## src/rtl/rv32i_core.sv

```systemverilog
// rv32i_core: single-cycle RV32I core with word-only load/store path and a 32x32 register file
module rv32i_regfile #(
  parameter int NUM_REGS = 32
) (
  input  logic        clk,
  input  logic        reset_n,
  input  logic        we_i,
  input  logic [4:0]  rd_i,
  input  logic [31:0] rd_data_i,
  input  logic [4:0]  rs1_i,
  input  logic [4:0]  rs2_i,
  output logic [31:0] rs1_data_o,
  output logic [31:0] rs2_data_o
);
  logic [31:0] registers [NUM_REGS];
  // clear on reset, otherwise write rd at the clock edge; x0 is never written
  always_ff @(posedge clk or negedge reset_n) begin
    if (!reset_n) begin
      for (int i = 0; i < NUM_REGS; i++) registers[i] <= '0;
    end else if (we_i && rd_i != 5'd0) begin
      registers[rd_i] <= rd_data_i;
    end
  end
  assign rs1_data_o = (rs1_i == 5'd0) ? 32'd0 : registers[rs1_i];
  assign rs2_data_o = (rs2_i == 5'd0) ? 32'd0 : registers[rs2_i];
endmodule

module rv32i_core #(
  parameter logic [31:0] RESET_PC = 32'h0000_0000,
  parameter int          NUM_REGS = 32
) (
  input  logic        clk,
  input  logic        reset_n,
  input  logic [31:0] instruction,
  input  logic [31:0] mem_rd_data,
  output logic        mem_wr_sig,
  output logic [31:0] mem_wr_data,
  output logic [31:0] mem_addr,
  output logic [31:0] rom_addr
);
  localparam logic [6:0] OP_LUI   = 7'b0110111;
  localparam logic [6:0] OP_AUIPC = 7'b0010111;
  localparam logic [6:0] OP_JAL   = 7'b1101111;
  localparam logic [6:0] OP_JALR  = 7'b1100111;
  localparam logic [6:0] OP_BR    = 7'b1100011;
  localparam logic [6:0] OP_LD    = 7'b0000011;
  localparam logic [6:0] OP_ST    = 7'b0100011;
  localparam logic [6:0] OP_IMM   = 7'b0010011;
  localparam logic [6:0] OP_REG   = 7'b0110011;

  logic [31:0] pc_q, pc_d;
  logic [6:0]  opcode;
  logic [4:0]  rd, rs1, rs2;
  logic [2:0]  f3;
  logic [31:0] imm_i, imm_s, imm_b, imm_u, imm_j;
  logic [31:0] rs1_val, rs2_val, alu_b, alu_res, sra_res, wb_data, pc_plus4;
  logic        is_lui, is_auipc, is_jal, is_jalr, is_br, is_ld, is_st, is_imm, is_reg;
  logic        taken, wb_en;

  assign opcode = instruction[6:0];
  assign rd     = instruction[11:7];
  assign f3     = instruction[14:12];
  assign rs1    = instruction[19:15];
  assign rs2    = instruction[24:20];

  assign imm_i = {{20{instruction[31]}}, instruction[31:20]};
  assign imm_s = {{20{instruction[31]}}, instruction[31:25], instruction[11:7]};
  assign imm_b = {{19{instruction[31]}}, instruction[31], instruction[7], instruction[30:25], instruction[11:8], 1'b0};
  assign imm_u = {instruction[31:12], 12'd0};
  assign imm_j = {{11{instruction[31]}}, instruction[31], instruction[19:12], instruction[20], instruction[30:21], 1'b0};

  assign is_lui   = opcode == OP_LUI;
  assign is_auipc = opcode == OP_AUIPC;
  assign is_jal   = opcode == OP_JAL;
  assign is_jalr  = opcode == OP_JALR;
  assign is_br    = opcode == OP_BR;
  assign is_ld    = opcode == OP_LD;
  assign is_st    = opcode == OP_ST;
  assign is_imm   = opcode == OP_IMM;
  assign is_reg   = opcode == OP_REG;

  rv32i_regfile #(.NUM_REGS(NUM_REGS)) reg_file_inst (
    .clk       (clk),
    .reset_n   (reset_n),
    .we_i      (wb_en),
    .rd_i      (rd),
    .rd_data_i (wb_data),
    .rs1_i     (rs1),
    .rs2_i     (rs2),
    .rs1_data_o(rs1_val),
    .rs2_data_o(rs2_val)
  );

  assign alu_b   = is_reg ? rs2_val : imm_i;
  assign sra_res = $signed(rs1_val) >>> alu_b[4:0];

  // ALU: funct3 selects the operation; bit 30 picks SUB (register form only) and SRA/SRAI
  always_comb begin
    alu_res = rs1_val + alu_b;
    case (f3)
      3'b000: alu_res = (is_reg && instruction[30]) ? rs1_val - alu_b : rs1_val + alu_b;
      3'b001: alu_res = rs1_val << alu_b[4:0];
      3'b010: alu_res = {31'd0, $signed(rs1_val) < $signed(alu_b)};
      3'b011: alu_res = {31'd0, rs1_val < alu_b};
      3'b100: alu_res = rs1_val ^ alu_b;
      3'b101: alu_res = instruction[30] ? sra_res : rs1_val >> alu_b[4:0];
      3'b110: alu_res = rs1_val | alu_b;
      default: alu_res = rs1_val & alu_b;
    endcase
  end

  // branch comparator; funct3 010/011 are not valid branches and never take
  always_comb begin
    taken = 1'b0;
    case (f3)
      3'b000: taken = rs1_val == rs2_val;
      3'b001: taken = rs1_val != rs2_val;
      3'b100: taken = $signed(rs1_val) < $signed(rs2_val);
      3'b101: taken = $signed(rs1_val) >= $signed(rs2_val);
      3'b110: taken = rs1_val < rs2_val;
      3'b111: taken = rs1_val >= rs2_val;
      default: taken = 1'b0;
    endcase
  end

  assign pc_plus4    = pc_q + 32'd4;
  assign mem_addr    = rs1_val + (is_st ? imm_s : imm_i);
  assign mem_wr_data = rs2_val;
  assign mem_wr_sig  = is_st & reset_n;
  assign rom_addr    = pc_q;

  assign wb_en   = is_lui | is_auipc | is_jal | is_jalr | is_ld | is_imm | is_reg;
  assign wb_data = is_lui ? imm_u :
                   is_auipc ? pc_q + imm_u :
                   (is_jal | is_jalr) ? pc_plus4 :
                   is_ld ? mem_rd_data : alu_res;

  assign pc_d = is_jal ? pc_q + imm_j :
                is_jalr ? {mem_addr[31:1], 1'b0} :
                (is_br && taken) ? pc_q + imm_b : pc_plus4;

  // program counter, one instruction retired per clock
  always_ff @(posedge clk or negedge reset_n) begin
    if (!reset_n) pc_q <= RESET_PC;
    else pc_q <= pc_d;
  end
endmodule

```

## config.mk

```make
export PLATFORM = sky130hd
export DESIGN_NAME = rv32i_core
export DESIGN_NICKNAME = d
export VERILOG_FILES = /design/src/rtl/rv32i_core.sv
export SDC_FILE = /design/constraint.sdc
export NUM_CORES = 2
export LEC_CHECK = 0
export ABC_AREA = 0
export BUFFER_PORTS_ARGS = -buffer_cell sky130_fd_sc_hd__buf_2
export CAP_MARGIN = 25
export CORE_UTILIZATION = 35
export DETAILED_ROUTE_END_ITERATION = 8
export GPL_TIMING_DRIVEN = 0
export SYNTH_ARGS = -nofsm -noshare
export SYNTH_HDL_FRONTEND = slang
export SYNTH_HIERARCHICAL = 1
export SYNTH_SLANG_ARGS = --single-unit
```

## constraint.sdc

```tcl
create_clock -name clk -period 14.38 [get_ports clk]
set_clock_uncertainty 0.05 [all_clocks]
set_input_delay 2.157 -clock clk [delete_from_list [all_inputs] [get_ports clk]]
set_output_delay 2.157 -clock clk [all_outputs]
set_load 0.05 [all_outputs]
```

* Yosys cells after proc, flatten, opt, wreduce, memory -nomap -nowiden *
Index checks and enable logic that the tools add are counted.

cells by class
  reductions and logical operators = 8
  $lt $le $gt $ge = 10
  shift-type cells = 3
  eq/ne operators = 18
  bitwise logic cells = 14
  $add $sub $neg = 7
  mux-type cells = 24

operators with widths
  cell                                                             number
  1024-bit bitwise mux                                             1
  32-bit two-way mux                                               17
  32-bit binary-select mux with 5-bit select                       2
  32-bit one-hot mux with 7 select lines                           1
  32-bit adder                                                     5
  32-bit demux with 5-bit select                                   1
  32-bit < comparator                                              4
  32-bit greater-or-equal comparator                               2
  32-bit by 3-bit adder with 32-bit output, second input constant  1
  32-bit AND                                                       1
  32-bit == test                                                   1
  32-bit inequality test                                           1
  32-bit OR                                                        1
  32-bit by 5-bit << shifter with 32-bit output                    1
  32-bit by 5-bit >> shifter with 32-bit output                    1
  32-bit by 5-bit >>> shifter with 32-bit output                   1
  32-bit subtractor                                                1
  32-bit XOR                                                       1
  7-bit by 6-bit == test with 1-bit output, second input constant  3
  7-bit == test, second input constant                             3
  6-bit greater-or-equal comparator, second input constant         3
  5-bit inverter with 6-bit output                                 3
  7-bit by 5-bit == test with 1-bit output, second input constant  2
  3-bit == test, second input constant                             4
  12 further kinds                                                 23

word-level totals
  flip-flop bits (word level) = 1056
  input port bits = 66
  output and inout port bits = 97
  word-level logic and storage cells = 117

* Longest topological paths before layout *
  depth in word-level cells = 14
  mapped depth = 30
  mapped depth without buffers = 21

* Modules after synthesis *
The synthesis kept the hierarchy.

modules (own cells, without submodules)
  module         cells each  area an instance (um2)  times used
  rv32i_regfile  3514        53993.0                 1
  rv32i_core     2726        17991.0                 1

* Worst setup path before layout *
OpenSTA, ideal clock, no wires.

  path type = in2out
  from = input port instruction[15]
  to = output port mem_addr[31]
  setup slack = 4.609 ns
  arrival = 7.564 ns
  stages = 21
  path buffers = 5
  data required time = 12.173 ns
  path through = buf_2 -> buf_6 -> buf_4 -> buf_4 -> buf_4 -> mux2i_1 -> o221ai_1 -> a211oi_1 -> nor3_1 -> ha_1 -> a21oi_1 -> o22ai_1 -> nand2b_1 -> a31oi_1 -> o21ai_0 -> a221oi_1 -> o21a_1 -> o21ai_0 -> or4_1 -> nand2_1 -> xor2_1

on the way
  longest elaborated chain between the ends = 6

RTL lines
  what                                                    line  RTL
  start: declaration                                      34    input logic [31:0] instruction,
  5-bit inverter with 6-bit output (implied by the code)  24    assign rs1_data_o = (rs1_i == 5'd0) ? 32'd0 : registers[rs1_i];
  32-bit binary-select mux with 5-bit select              24
  32-bit two-way mux (implied by the code) (2 in series)  24
  32-bit two-way mux *                                    24
  net rs1_val[1]                                          56    logic [31:0] rs1_val, rs2_val, alu_b, alu_res, sra_res, wb_data, pc_plus4;
  32-bit adder *                                          127   assign mem_addr = rs1_val + (is_st ? imm_s : imm_i);
  end: declaration                                        38    output logic [31:0] mem_addr,

The timed path passes the listed nets; every way through them passes the cells marked *. The select of a mux whose other input is x is not followed.

* Final worst setup path *
  from = input port instruction[20]
  to = register reg_file_inst/registers[991] in the netlist's numbering

on the way
  longest elaborated chain between the ends = 14

RTL lines
  what                                                    line      RTL
  5-bit inverter with 6-bit output (implied by the code)  25        assign rs2_data_o = (rs2_i == 5'd0) ? 32'd0 : registers[rs2_i];
  32-bit binary-select mux with 5-bit select              25
  32-bit two-way mux (implied by the code) (2 in series)  25
  32-bit two-way mux                                      25
  32-bit two-way mux                                      94        assign alu_b = is_reg ? rs2_val : imm_i;
  32-bit adder (tied with other cells)                    101       3'b000: alu_res = (is_reg && instruction[30]) ? rs1_val - alu_b : rs1_val + alu_b;
  32-bit two-way mux, on equally long branches            101, 106
  32-bit one-hot mux with 7 select lines                  100       case (f3)
  32-bit two-way mux                                      136       is_ld ? mem_rd_data : alu_res;
  32-bit two-way mux                                      135       (is_jal | is_jalr) ? pc_plus4 :
  32-bit two-way mux *                                    134       is_auipc ? pc_q + imm_u :
  32-bit two-way mux *                                    133       assign wb_data = is_lui ? imm_u :
  net wb_data[31]                                         56
  1024-bit bitwise mux *                                  21        registers[rd_i] <= rd_data_i;
  end signal: indexed assignment                          21
  end: declaration                                        15        logic [31:0] registers [NUM_REGS];

Marked as above.
A chain may end at the register's enable or synchronous reset.

==> impl_metrics.csv <==
group,metric,value,unit
route,vias_per_cell,6.562,
sta,shortest_period_the_worst_path_allows,12.93,ns
synthesis,synth.most_common_cell,"dfrtp_1",
synthesis,postSynthAreaPerCell,11.54,um2
setup_path,critical_path.most_common_cell,"clkbuf_1",
setup_path,worst_setup_path_end_kind,"flip-flop",
sta,timing.final.crit_share,89.95,%
synthesis,synth_simple_gate_area_share,6.323,%
synthesis,compound_cell_area_share_of_the_yosys_netlist,12.26,%
finish,fin_nets,6931,
synthesis,post_synth_fa_ha_maj_area_fraction,3.772,%
clock_tree,clock_sink_count,1055,
floorplan,start_util,35.19,%
setup_path,startpoint_to_endpoint_class_of_the_critical_path,"input port to flip-flop",
floorplan,chipHeight,455.5,um
global_route,antenna_found_initial,30,
sta,rsz0062_at_grt,"no",
clock_tree,cts_tree,"yes",
floorplan,core_area,204600,um2
synthesis,netlist_instances,6240,
placement,half_perimeter_wire_length_of_the_detailed_placement_result,259.1,mm
synthesis,ys_types,85,
global_route,gr-usage-met1,40.31,%
floorplan,io-pin-count,163,
sta,slew_violations,0,
route,first_pass_iters,6,
synthesis,net_count_after_synthesis,6520,
synthesis,synth-edff-count,0,
pwr,standby_leakage_power,36.83,nW
route,route.antenna.remaining_nets,0,
global_route,grt_pass1_vias,59660,
clock_tree,cts_htree_levels,3,
clock_tree,post_cts_resized,0,
setup_path,path_max_fanout,10,
clock_tree,cts.repair_timing.setup_buffer_count,0,
synthesis,dominantRegCellSynth,"dfrtp_1",
synthesis,synthesis.area,71980,um2
finish,drive_above_1_share,33.07,%
clock_tree,cts_buffers,114,
global_route,globalRoute.totalOverflow,0,
setup_path,cp-start-kind,"input port",
placement,placed_cells,9211,
placement,io_buffer_count,160,
global_route,maximum_number_of_pins_on_one_net_before_global_route_repair,173,
route,drt_drc_violations_left,0,
clock_tree,post_cts_hold_buffer_count,0,
clock_tree,ctsLongestPathBuffers,3,
global_route,groute.usage.overall,31.82,%
synthesis,synth_top_area_share,36.68,%
floorplan,num_rows,166,
synthesis,synth.cells.most_frequent,"dfrtp_1 (1,055), mux2_2 (1,046), mux4_2 (475)",
min_path,worstHoldPathType,"flip-flop to flip-flop",
finish,stdcell_count,9457,
global_route,top_usage_layer,"met2",
sta,finalHoldViolations,0,
route,detailroute.via_count,62060,
sta,timing_worst_slew_pin_value,1.181,ns
sta,final-setup-viol-count,0,
setup_path,critPathMaxStageDelay,0.97,ns
sta,fmax,0.07731,GHz
synthesis,synthTopCellsByArea,"dfrtp_1 (37%), mux2_2 (16%), mux4_2 (15%), ha_1 (3.6%), mux2i_1 (3.2%)",
synthesis,ys_seq_area_share,36.68,%
route,routed_wirelength,338.7,mm
synthesis,yosys-mux-area-fraction,34.50,%
pwr,irDropWorstVdd,0.0001057,V
synthesis,combinational_family_with_the_most_area_after_synthesis,"multiplexers",
sta,relative_slew_slack,20.74,%
route,wirelength_per_cell,35.82,um
clock_tree,insertion_delay,0.80,ns
setup_path,required_arrival_time_at_the_worst_endpoint,14.93,ns
floorplan,fp.dieArea,207500,um2
synthesis,ys_seq_elements,1055,
synthesis,synth_largest_area_cell,"dfrtp_1",
flow_run,maxCapViolCount,0,
setup_path,crit_slowest_cell,"a2111oi_0",
route,dr.first_iter.drc_count,9488,
clock_tree,worst_setup_hold_path_clk_slew,0.06,ns
floorplan,die_x,455.5,um
global_route,global_route.usage.met3,11.01,%
synthesis,yosysWarnings,6,
placement,final_estimated_routing_congestion_in_global_placement,1.074,
status,run_status,"completed",
synthesis,synth_async_sr_flop_share,100.0,%
finish,layout-area-overhead-vs-synth,13.83,%
global_route,wire_length_of_the_first_global_routing_pass,470.3,mm
synthesis,synth_xor_area_share,2.020,%
setup_path,worstPathArrival,13.49,ns
global_route,grt_use_met2,46.32,%
pwr,power_density,112.7,nW/um2
clock_tree,clock_tree.root_cell,"clkbuf_16",
sta,fin_tns_setup,0,ns
finish,fillers,19430,
## cell type report
class	instances	area [um2]	share of cell area [%]
multi-input cells	4423	42710	52.12
flip-flops and latches	1055	26400	32.22
well taps	2688	3363	4.105
clock buffers	169	3339	4.076
plain buffers	592	2565	3.130
repair buffers	295	2366	2.888
inverters	170	638.1	0.7788
clock inverters	39	493.0	0.6016
diodes	26	65.06	0.07940
## layout by cell type (no fill, tap or decap), drive strengths merged, types with 29 or more instances in the layout
| cell type | instances |
|---|---|
| and3 | 38 |
| o221ai | 48 |
| a22o | 60 |
| mux2i | 231 |
| clkbuf | 530 |
| inv | 170 |
| nand3 | 113 |
| o211ai | 56 |
| clkinv | 30 |
| mux2 | 1050 |
| buf | 526 |
| nand2 | 250 |
| dfrtp | 1055 |
| o22ai | 99 |
| a31oi | 50 |
| nand2b | 33 |
| xnor2 | 113 |
| a21oi | 323 |
| a211oi | 84 |
| o21a | 29 |
| mux4 | 475 |
| nor3 | 131 |
| a22oi | 30 |
| ha | 209 |
| a2111oi | 35 |
| nor2b | 41 |
| o21ai | 244 |
| a21o | 86 |
| xor2 | 53 |
| o21bai | 32 |
| nor2 | 215 |
## cells by family after synthesis
family | count (synthesis)
AO/OA/AOI/OAI | 1335
buffers and inverters | 762
adder cells (fa/ha/maj) | 214
flip-flops | 1055
XOR/XNOR | 166
multiplexers | 1756
AND/OR/NAND/NOR | 951
other | 1
## flip-flops by register name (all words and copies together) (netlist names)
name                     count
reg_file_inst/registers   1024
rom_addr                    31
## path summary, 6_finish.rpt
kind	slack (ns)	depth (start not counted)	startpoint	endpoint
max	1.45	31	instruction[20]	reg_file_inst/registers[991]
min	0.43	1	reg_file_inst/registers[1015]	reg_file_inst/registers[1015]
max reg2reg	4.59	27	reg_file_inst/registers[4]	reg_file_inst/registers[991]
min reg2reg	0.43	1	reg_file_inst/registers[1015]	reg_file_inst/registers[1015]
max in group asynchronous	10.12	5	reset_n	rom_addr[29]
min in group asynchronous	1.29	1	reset_n	reg_file_inst/registers[422]
## layer usage
layer  share of wire [%]  routed length (um)  vias up
li1                    -                   -    24740
met1                  37              127000    31850
met2                  42              143600     4441
met3                  13               42970     1006
met4                 7.4               24930       30
met5               0.063                 213        -
## worst max-delay path: cells and delay by family
kind	cells	cell delay, ns
AO/OA/AOI/OAI	9	3.15
adder cells (fa/ha/maj)	1	0.45
buffers and inverters	13	5.39
multiplexers	2	0.61
AND/OR/NAND/NOR	6	1.61
## metrics by stage
stage / hold slack, ns / setup slack [ns] / utilization (%) / power [mW] / area [um2]
floorplan: 0.3913 / 4.609 / - / 5.029 / 71980
global placement: 0.4074 / -12.12 / 37.22 / 6.058 / 76150
detailed placement: 0.4144 / 1.535 / 38.09 / 6.141 / 77930
CTS: 0.4307 / 2.245 / 39.96 / 9.157 / 81760
global route: 0.4496 / 1.763 / 40.03 / 9.520 / 81890
finish: 0.4261 / 1.445 / 40.05 / 9.233 / 81940
## where the power goes
group          total, mW  internal (mW)  switching, mW
clock               3.02           1.70           1.32
combinational       2.90          0.949           1.95
sequential          3.32           3.12          0.196
No activity file was read; power rests on OpenSTA's default activity.
